$ cat src/rtl/wb_lsu_master_if.sv
// CPU load/store request/response channel plus Wishbone pipelined master bus, bundled as one port.
// Signal names keep the i_/o_ prefixes as seen from the master, so each modport mirrors the other.
interface wb_lsu_master_if #(
    parameter int ADDR_WIDTH = 32
);
    logic                  i_req_valid;
    logic                  o_req_ready;
    logic                  i_req_we;
    logic [ADDR_WIDTH-1:0] i_req_addr;
    logic [31:0]           i_req_wdata;
    logic [1:0]            i_req_size;
    logic                  i_req_unsigned;
    logic                  o_rsp_valid;
    logic [31:0]           o_rsp_rdata;
    logic                  o_rsp_err;
    logic                  o_wb_cyc;
    logic                  o_wb_stb;
    logic                  o_wb_we;
    logic [ADDR_WIDTH-1:0] o_wb_addr;
    logic [31:0]           o_wb_data;
    logic [3:0]            o_wb_sel;
    logic                  i_wb_ack;
    logic                  i_wb_stall;
    logic [31:0]           i_wb_data;

    modport master (
        input  i_req_valid, i_req_we, i_req_addr, i_req_wdata, i_req_size, i_req_unsigned,
        output o_req_ready, o_rsp_valid, o_rsp_rdata, o_rsp_err,
        output o_wb_cyc, o_wb_stb, o_wb_we, o_wb_addr, o_wb_data, o_wb_sel,
        input  i_wb_ack, i_wb_stall, i_wb_data
    );

    modport slave (
        output i_req_valid, i_req_we, i_req_addr, i_req_wdata, i_req_size, i_req_unsigned,
        input  o_req_ready, o_rsp_valid, o_rsp_rdata, o_rsp_err,
        input  o_wb_cyc, o_wb_stb, o_wb_we, o_wb_addr, o_wb_data, o_wb_sel,
        output i_wb_ack, i_wb_stall, i_wb_data
    );
endinterface

$ cat src/rtl/wb_lsu_master.sv
// Single-outstanding load/store to Wishbone pipelined master with lane steering and load extension.
// Latency: 3 cycles accept-to-response with a 1-cycle-ack slave, +1 per stall cycle; errors respond 1 cycle after accept.
// Backpressure: o_req_ready only in IDLE; i_wb_stall holds stb; missing ack aborts after TIMEOUT_CYCLES.
module wb_lsu_master #(
    parameter int ADDR_WIDTH     = 32,
    parameter int TIMEOUT_CYCLES = 16
) (
    input  logic            i_clk,
    input  logic            i_reset,
    wb_lsu_master_if.master bus
);
    localparam int CNT_W = $clog2(TIMEOUT_CYCLES + 1);

    typedef enum logic [1:0] {S_IDLE, S_REQ, S_WAIT, S_RESP} state_t;

    state_t                state_q, state_d;
    logic                  we_q, we_d;
    logic [ADDR_WIDTH-1:0] addr_q, addr_d;
    logic [3:0]            sel_q, sel_d;
    logic [31:0]           wdat_q, wdat_d;
    logic [1:0]            size_q, size_d;
    logic [1:0]            lane_q, lane_d;
    logic                  uns_q, uns_d;
    logic [CNT_W-1:0]      cnt_q, cnt_d;
    logic                  cyc_q, cyc_d;
    logic                  stb_q, stb_d;
    logic                  rsp_vld_q, rsp_vld_d;
    logic [31:0]           rsp_rdata_q, rsp_rdata_d;
    logic                  rsp_err_q, rsp_err_d;

    logic                  bad_req;
    logic [3:0]            req_sel;
    logic [31:0]           req_wdat;
    logic [7:0]            ld_byte;
    logic [15:0]           ld_half;
    logic [31:0]           ld_ext;

    // Request decode: lane enables, replicated store data and alignment check.
    always_comb begin
        bad_req  = 1'b0;
        req_sel  = 4'b1111;
        req_wdat = bus.i_req_wdata;
        case (bus.i_req_size)
            2'b00: begin
                req_sel  = 4'b0001 << bus.i_req_addr[1:0];
                req_wdat = {4{bus.i_req_wdata[7:0]}};
            end
            2'b01: begin
                req_sel  = bus.i_req_addr[1] ? 4'b1100 : 4'b0011;
                req_wdat = {2{bus.i_req_wdata[15:0]}};
                bad_req  = bus.i_req_addr[0];
            end
            2'b10: begin
                bad_req  = (bus.i_req_addr[1:0] != 2'b00);
            end
            default: begin
                bad_req  = 1'b1;
            end
        endcase
        if (!bus.i_req_we) begin
            req_wdat = 32'h0;
        end
    end

    // Load extraction uses the lane captured with the request, not the live bus address.
    always_comb begin
        ld_byte = bus.i_wb_data[{lane_q, 3'b000} +: 8];
        ld_half = lane_q[1] ? bus.i_wb_data[31:16] : bus.i_wb_data[15:0];
        case (size_q)
            2'b00:   ld_ext = uns_q ? {24'h0, ld_byte} : {{24{ld_byte[7]}}, ld_byte};
            2'b01:   ld_ext = uns_q ? {16'h0, ld_half} : {{16{ld_half[15]}}, ld_half};
            default: ld_ext = bus.i_wb_data;
        endcase
    end

    always_comb begin
        state_d     = state_q;
        we_d        = we_q;
        addr_d      = addr_q;
        sel_d       = sel_q;
        wdat_d      = wdat_q;
        size_d      = size_q;
        lane_d      = lane_q;
        uns_d       = uns_q;
        cnt_d       = cnt_q;
        rsp_rdata_d = rsp_rdata_q;
        rsp_err_d   = rsp_err_q;
        case (state_q)
            S_IDLE: begin
                if (bus.i_req_valid) begin
                    we_d   = bus.i_req_we;
                    addr_d = {bus.i_req_addr[ADDR_WIDTH-1:2], 2'b00};
                    sel_d  = req_sel;
                    wdat_d = req_wdat;
                    size_d = bus.i_req_size;
                    lane_d = bus.i_req_addr[1:0];
                    uns_d  = bus.i_req_unsigned;
                    cnt_d  = '0;
                    if (bad_req) begin
                        state_d     = S_RESP;
                        rsp_rdata_d = 32'h0;
                        rsp_err_d   = 1'b1;
                    end else begin
                        state_d     = S_REQ;
                    end
                end
            end
            S_REQ, S_WAIT: begin
                cnt_d = cnt_q + CNT_W'(1);
                // An ack on the final counted cycle still completes the access normally.
                if (bus.i_wb_ack) begin
                    state_d     = S_RESP;
                    rsp_rdata_d = we_q ? 32'h0 : ld_ext;
                    rsp_err_d   = 1'b0;
                end else if (cnt_q == CNT_W'(TIMEOUT_CYCLES - 1)) begin
                    state_d     = S_RESP;
                    rsp_rdata_d = 32'h0;
                    rsp_err_d   = 1'b1;
                end else if (state_q == S_REQ && !bus.i_wb_stall) begin
                    state_d     = S_WAIT;
                end
            end
            default: begin
                state_d = S_IDLE;
            end
        endcase
        cyc_d     = (state_d == S_REQ) || (state_d == S_WAIT);
        stb_d     = (state_d == S_REQ);
        rsp_vld_d = (state_d == S_RESP);
    end

    always_ff @(posedge i_clk or posedge i_reset) begin
        if (i_reset) begin
            state_q     <= S_IDLE;
            we_q        <= 1'b0;
            addr_q      <= '0;
            sel_q       <= 4'h0;
            wdat_q      <= 32'h0;
            size_q      <= 2'b00;
            lane_q      <= 2'b00;
            uns_q       <= 1'b0;
            cnt_q       <= '0;
            cyc_q       <= 1'b0;
            stb_q       <= 1'b0;
            rsp_vld_q   <= 1'b0;
            rsp_rdata_q <= 32'h0;
            rsp_err_q   <= 1'b0;
        end else begin
            state_q     <= state_d;
            we_q        <= we_d;
            addr_q      <= addr_d;
            sel_q       <= sel_d;
            wdat_q      <= wdat_d;
            size_q      <= size_d;
            lane_q      <= lane_d;
            uns_q       <= uns_d;
            cnt_q       <= cnt_d;
            cyc_q       <= cyc_d;
            stb_q       <= stb_d;
            rsp_vld_q   <= rsp_vld_d;
            rsp_rdata_q <= rsp_rdata_d;
            rsp_err_q   <= rsp_err_d;
        end
    end

    assign bus.o_req_ready = (state_q == S_IDLE) && !i_reset;
    assign bus.o_rsp_valid = rsp_vld_q;
    assign bus.o_rsp_rdata = rsp_rdata_q;
    assign bus.o_rsp_err   = rsp_err_q;
    assign bus.o_wb_cyc    = cyc_q;
    assign bus.o_wb_stb    = stb_q;
    assign bus.o_wb_we     = we_q;
    assign bus.o_wb_addr   = addr_q;
    assign bus.o_wb_sel    = sel_q;
    assign bus.o_wb_data   = wdat_q;
endmodule

$ cat src/flat_wrapper.sv
// flat-port wrapper written by rule: the top's interface ports become plain ports
module wb_lsu_master_flat 
#(
    parameter int ADDR_WIDTH     = 32,
    parameter int TIMEOUT_CYCLES = 16
)
  (i_clk, i_reset, bus_i_req_valid, bus_i_req_we, bus_i_req_addr, bus_i_req_wdata, bus_i_req_size, bus_i_req_unsigned, bus_o_req_ready, bus_o_rsp_valid, bus_o_rsp_rdata, bus_o_rsp_err, bus_o_wb_cyc, bus_o_wb_stb, bus_o_wb_we, bus_o_wb_addr, bus_o_wb_data, bus_o_wb_sel, bus_i_wb_ack, bus_i_wb_stall, bus_i_wb_data);
  wb_lsu_master_if #(.ADDR_WIDTH(ADDR_WIDTH)) bus_i ();
  input  logic i_clk;
  input  logic i_reset;
  input wire logic [$bits(bus_i.i_req_valid)-1:0] bus_i_req_valid;
  input wire logic [$bits(bus_i.i_req_we)-1:0] bus_i_req_we;
  input wire logic [$bits(bus_i.i_req_addr)-1:0] bus_i_req_addr;
  input wire logic [$bits(bus_i.i_req_wdata)-1:0] bus_i_req_wdata;
  input wire logic [$bits(bus_i.i_req_size)-1:0] bus_i_req_size;
  input wire logic [$bits(bus_i.i_req_unsigned)-1:0] bus_i_req_unsigned;
  output wire logic [$bits(bus_i.o_req_ready)-1:0] bus_o_req_ready;
  output wire logic [$bits(bus_i.o_rsp_valid)-1:0] bus_o_rsp_valid;
  output wire logic [$bits(bus_i.o_rsp_rdata)-1:0] bus_o_rsp_rdata;
  output wire logic [$bits(bus_i.o_rsp_err)-1:0] bus_o_rsp_err;
  output wire logic [$bits(bus_i.o_wb_cyc)-1:0] bus_o_wb_cyc;
  output wire logic [$bits(bus_i.o_wb_stb)-1:0] bus_o_wb_stb;
  output wire logic [$bits(bus_i.o_wb_we)-1:0] bus_o_wb_we;
  output wire logic [$bits(bus_i.o_wb_addr)-1:0] bus_o_wb_addr;
  output wire logic [$bits(bus_i.o_wb_data)-1:0] bus_o_wb_data;
  output wire logic [$bits(bus_i.o_wb_sel)-1:0] bus_o_wb_sel;
  input wire logic [$bits(bus_i.i_wb_ack)-1:0] bus_i_wb_ack;
  input wire logic [$bits(bus_i.i_wb_stall)-1:0] bus_i_wb_stall;
  input wire logic [$bits(bus_i.i_wb_data)-1:0] bus_i_wb_data;
  assign bus_i.i_req_valid = bus_i_req_valid;
  assign bus_i.i_req_we = bus_i_req_we;
  assign bus_i.i_req_addr = bus_i_req_addr;
  assign bus_i.i_req_wdata = bus_i_req_wdata;
  assign bus_i.i_req_size = bus_i_req_size;
  assign bus_i.i_req_unsigned = bus_i_req_unsigned;
  assign bus_o_req_ready = bus_i.o_req_ready;
  assign bus_o_rsp_valid = bus_i.o_rsp_valid;
  assign bus_o_rsp_rdata = bus_i.o_rsp_rdata;
  assign bus_o_rsp_err = bus_i.o_rsp_err;
  assign bus_o_wb_cyc = bus_i.o_wb_cyc;
  assign bus_o_wb_stb = bus_i.o_wb_stb;
  assign bus_o_wb_we = bus_i.o_wb_we;
  assign bus_o_wb_addr = bus_i.o_wb_addr;
  assign bus_o_wb_data = bus_i.o_wb_data;
  assign bus_o_wb_sel = bus_i.o_wb_sel;
  assign bus_i.i_wb_ack = bus_i_wb_ack;
  assign bus_i.i_wb_stall = bus_i_wb_stall;
  assign bus_i.i_wb_data = bus_i_wb_data;
  wb_lsu_master #(.ADDR_WIDTH(ADDR_WIDTH), .TIMEOUT_CYCLES(TIMEOUT_CYCLES)) u_core (.i_clk(i_clk), .i_reset(i_reset), .bus(bus_i));
endmodule
$ cat config.mk
export PLATFORM = sky130hd
export DESIGN_NAME = wb_lsu_master_flat
export DESIGN_NICKNAME = d
export VERILOG_FILES = /design/src/rtl/wb_lsu_master_if.sv /design/src/rtl/wb_lsu_master.sv /design/src/flat_wrapper.sv
export SDC_FILE = /design/constraint.sdc
export NUM_CORES = 1
export LEC_CHECK = 0
export ABC_AREA = 1
export CORE_UTILIZATION = 48
export DETAILED_ROUTE_END_ITERATION = 10
export GPL_TIMING_DRIVEN = 0
export MAX_ROUTING_LAYER = met4
export PLACE_DENSITY = 0.87
export SETUP_SLACK_MARGIN = 0.3
export SLEW_MARGIN = 20
export SYNTH_ARGS = -nofsm -noshare
export SYNTH_HDL_FRONTEND = slang
export SYNTH_SLANG_ARGS = --single-unit
$ cat constraint.sdc
create_clock -name i_clk -period 7.22 [get_ports i_clk]
set_input_delay 0.722 -clock i_clk [delete_from_list [all_inputs] [get_ports i_clk]]
set_output_delay 0.722 -clock i_clk [all_outputs]
set_load 0.02 [all_outputs]
## Yosys cells after proc, flatten, opt, wreduce, memory -nomap -nowiden

Index checks and enable logic that the tools add are counted.

- Bits in registers: 115
- Bits in latches: 0
- RAM bits: 0
- Bits in read-only memories: 0
- Input bits: 105
- Output and inout bits: 106
- Word-level logic and storage cells: 71
- Memories kept: 0

- Add/subtract/negate cells: 1
- $mul: 0
- Divide/modulo/power cells: 0
- Order comparisons: 0
- Equality and inequality tests: 12
- Shifts and indexed selects: 2
- Muxes and demuxes: 28
- Bitwise logic cells: 0
- Reductions and logical operators: 14

Operators by type and width:

| operator | count |
|---|---|
| 32-bit two-way mux | 8 |
| 32-bit case mux with 2 select lines | 3 |
| 32-bit by 6-bit indexed part select with 8-bit output | 1 |
| 16-bit two-way mux | 1 |
| 2-bit two-way mux | 5 |
| 5-bit case mux with 2 select lines | 1 |
| 2-bit by 1-bit equality test with 1-bit output (second input constant) | 4 |
| 2-bit equality test (second input constant) | 4 |
| 4-bit case mux with 2 select lines | 1 |
| 2-bit zero test | 3 |
| 5-bit by 1-bit adder with 5-bit output (second input constant) | 1 |
| 5-bit by 4-bit equality test with 1-bit output (second input constant) | 1 |
| 5-bit two-way mux | 1 |
| 1-bit two-way mux | 4 |
| 4-bit two-way mux | 1 |
| 2-bit case mux with 2 select lines | 1 |
| 2-bit AND reduction | 2 |
| 4-bit AND reduction | 1 |
| 2-bit nonzero test | 2 |
| 1-bit by 2-bit left shift with 4-bit output (first input constant) | 1 |
| 3-bit by 2-bit != test with 1-bit output (second input constant) | 1 |
| 1-bit case mux with 3 select lines | 1 |
| 1-bit logical AND | 2 |
| 1-bit zero test | 2 |
| other kinds (5) | 5 |

## Logic depth before layout (Yosys ltp)

Gate-level depths: netlist (run 1).

- Depth in word-level cells: 8
- Gate-level depth with buffers: 13
- Mapped depth without buffers: 13

## Worst setup path before layout (run 1)

No wires, ideal clock.

- Kind: reg2reg
- Start: register u_core.cnt_q[0]
- End: register u_core.rsp_vld_q, in the netlist u_core.bus.o_rsp_valid
- Setup time: 121 ps
- Data arrival time: 1644 ps
- Required time: 7099 ps
- Slack: 5455 ps
- Cell stages (with the launch flop): 14
- Buffers on the path: 0
- Period minus slack after synthesis: 1765 ps
- Path through: dfrtp_1 ha_1 nand2_1 nor2_1 ha_1 nor2_1 nand2_1 o21ai_0 o31ai_1 inv_1 nand2_1 nand2_1 inv_1 ha_1

- Word-level cells in the longest chain between the ends: 5

RTL lines:

| item | RTL line | text |
|---|---|---|
| start: declaration | wb_lsu_master.sv:24 | `logic [CNT_W-1:0] cnt_q, cnt_d;` |
| start signal: assignment | wb_lsu_master.sv:157 | `cnt_q <= cnt_d;` |
| 5-bit by 4-bit equality test with 1-bit output | wb_lsu_master.sv:115 | `end else if (cnt_q == CNT_W'(TIMEOUT_CYCLES - 1)) begin` |
| 2-bit two-way mux | wb_lsu_master.sv:115 |  |
| 2-bit two-way mux | wb_lsu_master.sv:111 | `if (bus.i_wb_ack) begin` |
| 2-bit case mux with 2 select lines | wb_lsu_master.sv:88 | `case (state_q)` |
| via u_core.state_d[1] | wb_lsu_master.sv:16 | `state_t state_q, state_d;` |
| 2-bit equality test | wb_lsu_master.sv:129 | `rsp_vld_d = (state_d == S_RESP);` |
| via u_core.rsp_vld_d | wb_lsu_master.sv:27 | `logic rsp_vld_q, rsp_vld_d;` |
| end signal: assignment | wb_lsu_master.sv:160 | `rsp_vld_q <= rsp_vld_d;` |
| end: declaration | wb_lsu_master.sv:27 |  |

The timed path passes the listed nets, and every way through them passes these cells.
A chain may end at the register's enable or synchronous reset.

## Final worst setup path (run 1)

- Start: input port i_reset
- End: output port bus_o_req_ready

- Word-level cells in the longest chain between the ends: 2

RTL lines:

| item | RTL line | text |
|---|---|---|
| start: declaration | flat_wrapper.sv:10 | `input logic i_reset;` |
| 1-bit zero test (no line) | n/a |  |
| 1-bit logical AND | wb_lsu_master.sv:166 | `assign bus.o_req_ready = (state_q == S_IDLE) && !i_reset;` |
| end: declaration | flat_wrapper.sv:17 | `output wire logic [$bits(bus_i.o_req_ready)-1:0] bus_o_req_ready;` |

No other way between the ends.

==> results of run 1 <==
## layout by cell type, fill, tap and decap left out, types with 2 or more instances in the layout
| master | instances |
|---|---|
| nor3_1 | 8 |
| nand2_4 | 2 |
| o21ai_0 | 40 |
| nand2_2 | 4 |
| bufinv_16 | 3 |
| buf_6 | 3 |
| buf_4 | 3 |
| clkbuf_1 | 16 |
| clkinv_4 | 4 |
| ha_1 | 7 |
| buf_2 | 12 |
| nor2_1 | 73 |
| inv_8 | 2 |
| a21oi_1 | 27 |
| inv_2 | 6 |
| clkbuf_16 | 17 |
| o211ai_1 | 16 |
| clkdlybuf4s50_1 | 208 |
| o22ai_1 | 2 |
| nand2_1 | 318 |
| clkinvlp_4 | 2 |
| nand3_1 | 13 |
| inv_6 | 6 |
| conb_1 | 2 |
| buf_1 | 2 |
| dfrtp_1 | 115 |
| inv_1 | 28 |
## layer usage
metal  share of wire (%)  track usage [%]
met1                  40            36.31
met2                  48            48.79
met3                 8.8            7.352
met4                 2.4            10.23
met5                   0                -
## sequential cells by signal (all words and copies together), names as in the netlist, 2 cells and up
signal	count
u_core.lane_q	2
u_core.bus.o_wb_sel	4
u_core.state_q	2
u_core.bus.o_wb_data	32
u_core.size_q	2
u_core.bus.o_rsp_rdata	32
u_core.bus.o_wb_addr	30
u_core.cnt_q	5
## cells in the mapped netlist
master	instances	area (sq um)
nand2_1	318	1194
dfrtp_1	115	2878
nor2_1	73	274.0
o21ai_0	40	200.2
inv_1	29	108.9
a21oi_1	27	135.1
clkbuf_1	16	60.06
o211ai_1	16	120.1
nand3_1	13	65.06
buf_2	12	60.06
nor3_1	8	40.04
ha_1	7	87.58
inv_2	6	22.52
nand2_2	4	25.02
buf_4	3	22.52
buf_6	3	33.78
buf_1	2	7.510
nand2_4	2	22.52
o22ai_1	2	12.51
a211oi_1	1	7.510
a31oi_1	1	6.260
conb_1	1	3.750
inv_8	1	11.26
mux2i_1	1	10.01
nand3_4	1	17.52
nand4_2	1	12.51
nor2_2	1	6.260
nor2_8	1	20.02
o21ai_1	1	5.000
o21bai_1	1	7.510
o31ai_1	1	7.510
## power by group through the flow
stage               Combinational [W]  Clock, W  Sequential [W]
floorplan                    0.000741         0         0.00137
global placement              0.00179         0         0.00108
detailed placement            0.00183         0         0.00108
CTS                           0.00185  0.000892         0.00108
global route                  0.00201  0.000924         0.00111
finish                        0.00184  0.000884         0.00108
## cell type report
type	count	area share, %
Clock inverter	15	2.326
Multi-Input combinational cell	522	27.21
Tap cell	140	2.088
Inverter	36	1.760
Sequential cell	115	34.30
Clock buffer	17	5.070
Buffer	36	2.192
Timing Repair Buffer	209	25.05
## worst min-delay path by stage
stage                               startpoint                          to  depth (start not counted)
finish                         u_core.cnt_q[3]             u_core.cnt_q[3]                          1
global route          u_core.bus.o_wb_data[24]    u_core.bus.o_wb_data[24]                          2
CTS                            u_core.cnt_q[3]             u_core.cnt_q[3]                          1
detailed placement  u_core.bus.o_rsp_rdata[14]  u_core.bus.o_rsp_rdata[14]                          2
global placement       u_core.bus.o_wb_addr[2]     u_core.bus.o_wb_addr[2]                          2
floorplan                      u_core.cnt_q[3]             u_core.cnt_q[3]                          1
## cells by family (layout without fill, tap and decap cells)
family / Yosys count / after routing / share of synthesized area (%)
simple gates: 422 / 422 / 30.57
flops: 115 / 115 / 52.48
compound gates: 90 / 90 / 9.149
buf+inv: 72 / 313 / 5.955
fa+ha+maj: 7 / 7 / 1.597
other cells: 1 / 2 / 0.06838
mux: 1 / 1 / 0.1825
## through the flow
step,util (%),power (W),setup WS [ps],hold WS [ps]
floorplan,-,0.002108,3454,444.1
global placement,70.52,0.002867,1781,461.1
detailed placement,70.75,0.002914,4556,465.8
CTS,76.40,0.003818,4548,475.9
global route,76.40,0.004048,4452,498.5
finish,76.40,0.003804,4555,476.8
==> impl_results.md, run 1 <==
- Outcome: completed
- Buffers & Inverters on Critical Path: 2
- Nets@finish: 1049
- Clock power share: 23.2%
- Drt first pass iters: 5
- CP Max Fanout: 2
- Vias per inst: 5.192
- Worst path cell trace: clkdlybuf4s50_1 -> nor2_1 -> clkdlybuf4s50_1
- RSZ-0062 raised after global routing: no
- TritonCTS Buffers: 17
- GPL Wtd Cong: 0.9686
- Filler instances: 827
- Setup bufs post-CTS: 0
- Final setup TNS: 0 ps
- Final Non-Filler Cells: 1090
- Max-cap check violation count: 0
- Clock Latency Late Sink: 410 ps
- Skew final: 8.745 ps
- Initial Utilization: 49.93%
- Layout cell share with drive strength beyond 1: 7.263%
- Crit-path leading delay family: buffers and inverters
- R2R cell count: 12
- Worst reg2reg setup slack: 5150 ps
- Hold-fix buffers, CTS: 0
- Comb pwr share: 48.4%
- Initial antenna violation count: 0
- Sequential-to-total area share from yosys stat: 52.48%
- DRC: 0
- Design Area, Final: 8391 sq um
- PostCTS Resize Cnt: 0
- Antenna cells: 0
- Period Utilization, post-route: 36.92%
- Vias in the first global route: 5461
- Die area: 11860 sq um
- FF-to-FF End: u_core.bus.o_rsp_rdata[26]
- IO Port Bufs: 208
- Pin count of the biggest net entering global routing: 73
- Switching fraction of total power: 41.29%
- Detailed-route via count: 5659
- First DRT Iteration DRCs: 305
- ANT nets after route: 0
- Power Density: 453.3 nW/um^2
- Grt total ovfl: 0
- DP Area: 7770 sq um
- CTS tree: yes
- YS warnings: 0
- First-pass GRT wire length: 26.24 mm
- Setup CP Type: input port to primary output
- Register area: 2878 sq um
- CP startpoint kind: input port
- Syn avg cell area: 7.746 sq um
- Hpwl dp: 12.16 mm
- Psw: 0.001570 W
- Worst Max-Slew Pin Slew: 662.0 ps
- CTS Root Cell: clkbuf_16
- GRT Util Overall: 29.95%
- # rows: 38
- Worst Setup EP: bus_o_req_ready
- Number of clock sinks: 115
- Gate Count Post-Synth: 708
- Htree depth: 4
- Post-DR wirelength/cell: 15.28 um
- Final Max Slew Viols: 0
- Slowest cell on crit path: clkdlybuf4s50_1
- Most common cell type on the critical path: clkdlybuf4s50_1
- #FFs+latches synth: 115
- Fmax: 0.3752 GHz
- Req. time, crit path: 6500 ps
- Sequential group share of total power: 28.4%
- Number of distinct library cells after synthesis: 31
- HP Class: flop to flop
- Static Leak: 4.151 nW
- VDD IR max: 0.0002389 V
- Worst endpoint data arrival time: 1940 ps
- Endpoints failing setup: 0
- Io pins: 211
- Final hold vios: 0
- Clk slew on worst S/H paths: 60 ps
- WL final: 16.66 mm
- Internal power: 0.002233 W
- CTS Buffer Depth: 2
- Die Wd: 108.9 um
- Core footprint: 10980 sq um
- Die height: 108.9 um
- Critical Path Sink Type: primary output
- Worst stage delay on the critical path: 600 ps
- Reg-to-Reg Start: u_core.cnt_q[0]
- Relative slew margins: 55.87%
- Final min period: 2665 ps
- Crit. path cell count: 3
- Crit. Startpoint: i_reset
- Multi-input logic area: 2283 sq um
- Mapped cell area: 5484 sq um
- Inst Count DP: 1058
- Area delta synth->final: 53.00%
Note: power is estimated with default switching activity, not from simulation.
==> inputs of run 2 (changes only) <==
--- a/config.mk
+++ b/config.mk
@@ -6,11 +6,11 @@
 export NUM_CORES = 1
 export LEC_CHECK = 0
 export ABC_AREA = 1
-export CORE_UTILIZATION = 48
+export CORE_UTILIZATION = 44
 export DETAILED_ROUTE_END_ITERATION = 10
 export GPL_TIMING_DRIVEN = 0
 export MAX_ROUTING_LAYER = met4
-export PLACE_DENSITY = 0.87
+export PLACE_DENSITY = 0.8
 export SETUP_SLACK_MARGIN = 0.3
 export SLEW_MARGIN = 20
 export SYNTH_ARGS = -nofsm -noshare
==> constraint.sdc (replaced) <==
create_clock -name i_clk -period 2.6 [get_ports i_clk]
set_input_delay 0.26 -clock i_clk [delete_from_list [all_inputs] [get_ports i_clk]]
set_output_delay 0.26 -clock i_clk [all_outputs]
set_load 0.02 [all_outputs]
==> run 2 against run 1 <==
Net effect:
- worst hold slack worse by 190 ps
- final cell count rose by 2.6%
- count of clock-buffer cells in the layout grew 4
- cell area increased by 0.22%
- total power rose to 2.7 times the previous value
- global-route usage is 2.0 points lower
- combinational power rose to 2.8 times the previous value
- core utilization fell by 6.7 points
- clock power rose to 2.5 times the previous value
- via count fell by 3.2%
- die area up 8.9%
- critical path type is now flop to flop
- highest routed layer unchanged
==> impl_results.md, run 2 (synthesis gave the netlist of run 1 again) <==
- Outcome: completed (unchanged)
- Psw: 0.004256 W (was 0.001570 W)
- First DRT Iteration DRCs: 381 (was 305)
- Grt total ovfl: 0 (unchanged)
- DRC: 0 (unchanged)
- Initial Utilization: 45.47% (was 49.93%)
- Period Utilization, post-route: 78.40%
- Initial antenna violation count: 0 (unchanged)
- Die area: 12910 sq um (was 11860 sq um)
- Skew final: 13.13 ps (was 8.745 ps)
- CP Max Fanout: 3 (was 2)
- CTS Buffer Depth: 2 (unchanged)
- Pwr Total: 0.01033 W (was 0.003804 W)
- IO Port Bufs: 208 (unchanged)
- Die Wd: 113.6 um (was 108.9 um)
- CTS tree: yes (unchanged)
- Design Area, Final: 8409 sq um (was 8391 sq um)
- Hold-fix buffers, CTS: 0 (unchanged)
- Hpwl dp: 12.31 mm (was 12.16 mm)
- Vias in the first global route: 5381 (was 5461)
- Core footprint: 12060 sq um (was 10980 sq um)
- Max-cap check violation count: 0 (unchanged)
- R2R cell count: 13 (was 12)
- Post-DR wirelength/cell: 15.02 um (was 15.28 um)
- Critical Path Sink Type: flop (was primary output)
- # rows: 40 (was 38)
- Power Density: 1228 nW/um^2 (was 453.3 nW/um^2)
- Number of clock sinks: 115 (unchanged)
- Relative slew margins: 60.86% (was 55.87%)
- Final hold vios: 0 (unchanged)
- Crit. Startpoint: u_core.cnt_q[0] (was i_reset)
- Static Leak: 4.159 nW (was 4.151 nW)
- Worst Setup EP: u_core.bus.o_rsp_valid (was bus_o_req_ready)
- Final min period: 2038 ps
- TritonCTS Buffers: 17 (unchanged)
- Reg-to-Reg Start: u_core.cnt_q[0] (unchanged)
- Area delta synth->final: 53.34% (was 53.00%)
- Die height: 113.6 um (was 108.9 um)
- HP Class: input port to async pin (was flop to flop)
- Detailed-route via count: 5480 (was 5659)
- VDD IR max: 0.0006499 V (was 0.0002389 V)
- Final Max Slew Viols: 0 (unchanged)
- Nets@finish: 1051 (was 1049)
- Worst endpoint data arrival time: 2330 ps (was 1940 ps)
- CTS Root Cell: clkbuf_16 (unchanged)
- Fmax: 0.4906 GHz
- Clock Latency Late Sink: 410 ps (about the same)
- Sequential group share of total power: 29.1% (was 28.4%)
- Worst reg2reg setup slack: 560 ps (was 5150 ps)
- Antenna cells: 0 (unchanged)
- Req. time, crit path: 2890 ps (was 6500 ps)
- WL final: 16.80 mm (was 16.66 mm)
- CP startpoint kind: flop (was input port)
- First-pass GRT wire length: 26.92 mm (was 26.24 mm)
- RSZ-0062 raised after global routing: no (unchanged)
- Setup bufs post-CTS: 0 (unchanged)
- Internal power: 0.006071 W (was 0.002233 W)
- Most frequent cells in the layout: nand2_1, clkdlybuf4s50_1, dfrtp_1, nor2_1, o21ai_0 (unchanged)
- FF-to-FF End: u_core.bus.o_rsp_valid (was u_core.bus.o_rsp_rdata[26])
- Drt first pass iters: 5 (unchanged)
- Comb pwr share: 49.4% (was 48.4%)
- GPL Wtd Cong: 0.8831 (was 0.9686)
- Htree depth: 4 (unchanged)
- Commonest non-fill, non-tap cell in the layout: nand2_1 (unchanged)
- Pin count of the biggest net entering global routing: 34 (was 73)
- Io pins: 211 (unchanged)
- Layout cell share with drive strength beyond 1: 7.368% (was 7.263%)
- GRT Util Overall: 27.99% (was 29.95%)
- Switching fraction of total power: 41.21% (was 41.29%)
- Worst Max-Slew Pin Slew: 585.9 ps (was 662.0 ps)
- ANT nets after route: 0 (unchanged)
- Endpoints failing setup: 0 (unchanged)
- Vias per inst: 4.902 (was 5.192)
- Clk slew on worst S/H paths: 60 ps (about the same)
- Setup CP Type: flop to flop (was input port to primary output)
- DP Area: 7844 sq um (was 7770 sq um)
- Clock power share: 21.5% (was 23.2%)
- PostCTS Resize Cnt: 0 (unchanged)
-- run 2: metrics by stage --
step / worst slack [ps] / util [%] / setup TNS (ps) / instances / hold WS, ps
4_1_cts: 312.0 / 69.69 / 0 / 1118 / 290.2
3_3_place_gp: -195.7 / 64.53 / -21490 / 1085 / 460.4
5_1_grt: 342.7 / 69.72 / 0 / 1118 / 336.7
2_1_floorplan: 834.7 / - / 0 / 709 / 369.6
3_5_place_dp: 516.8 / 65.03 / 0 / 1088 / 464.0
6_report: 561.6 / 69.72 / 0 / 1118 / 289.9
-- run 2: worst min-delay path by stage --
stage,endpoint,slack (ps),depth (start not counted)
2_1_floorplan,u_core.bus.o_wb_addr[10],370,2
3_3_place_gp,u_core.cnt_q[3],460,1
3_5_place_dp,u_core.bus.o_wb_addr[16],460,2
4_1_cts,u_core.bus.o_wb_data[4],290,2
5_1_grt,u_core.bus.o_wb_data[14],340,2
6_report,u_core.bus.o_wb_data[13],290,2
-- run 2: layer usage --
layer	wire, um	track usage (%)
met5	0	-
met4	410	10.35
met3	1404	8.555
met2	8007	44.31
met1	6973	33.75
-- run 2: layout make-up --
class | count | area (sq um)
Multi-Input combinational cell | 522 | 2283
Clock buffer | 21 | 480.5
Timing Repair Buffer | 211 | 2145
Fill cell | 952 | 3652
Sequential cell | 115 | 2878
Inverter | 36 | 146.4
Buffer | 36 | 185.2
Clock inverter | 9 | 81.33
Tap cell | 168 | 210.2
-- run 2: power by group through the flow --
stage	clock network [W]	registers, W	logic [W]
finish	0.00222	0.00301	0.00510
global route	0.00233	0.00309	0.00557
CTS	0.00223	0.00300	0.00513
detailed placement	0	0.00300	0.00510
global placement	0	0.00299	0.00498
floorplan	0	0.00380	0.00206
-- run 2: critical path: stages (launching register included) --
cell and delay (ps):
dfrtp_1 400, ha_1 220, nand2_1 90, nor2_1 50, ha_1 190, nor2_1 180, nand2_1 80, o21ai_0 170
o31ai_1 100, inv_1 70, nand2_1 40, nand2_1 90, inv_1 80, ha_1 180
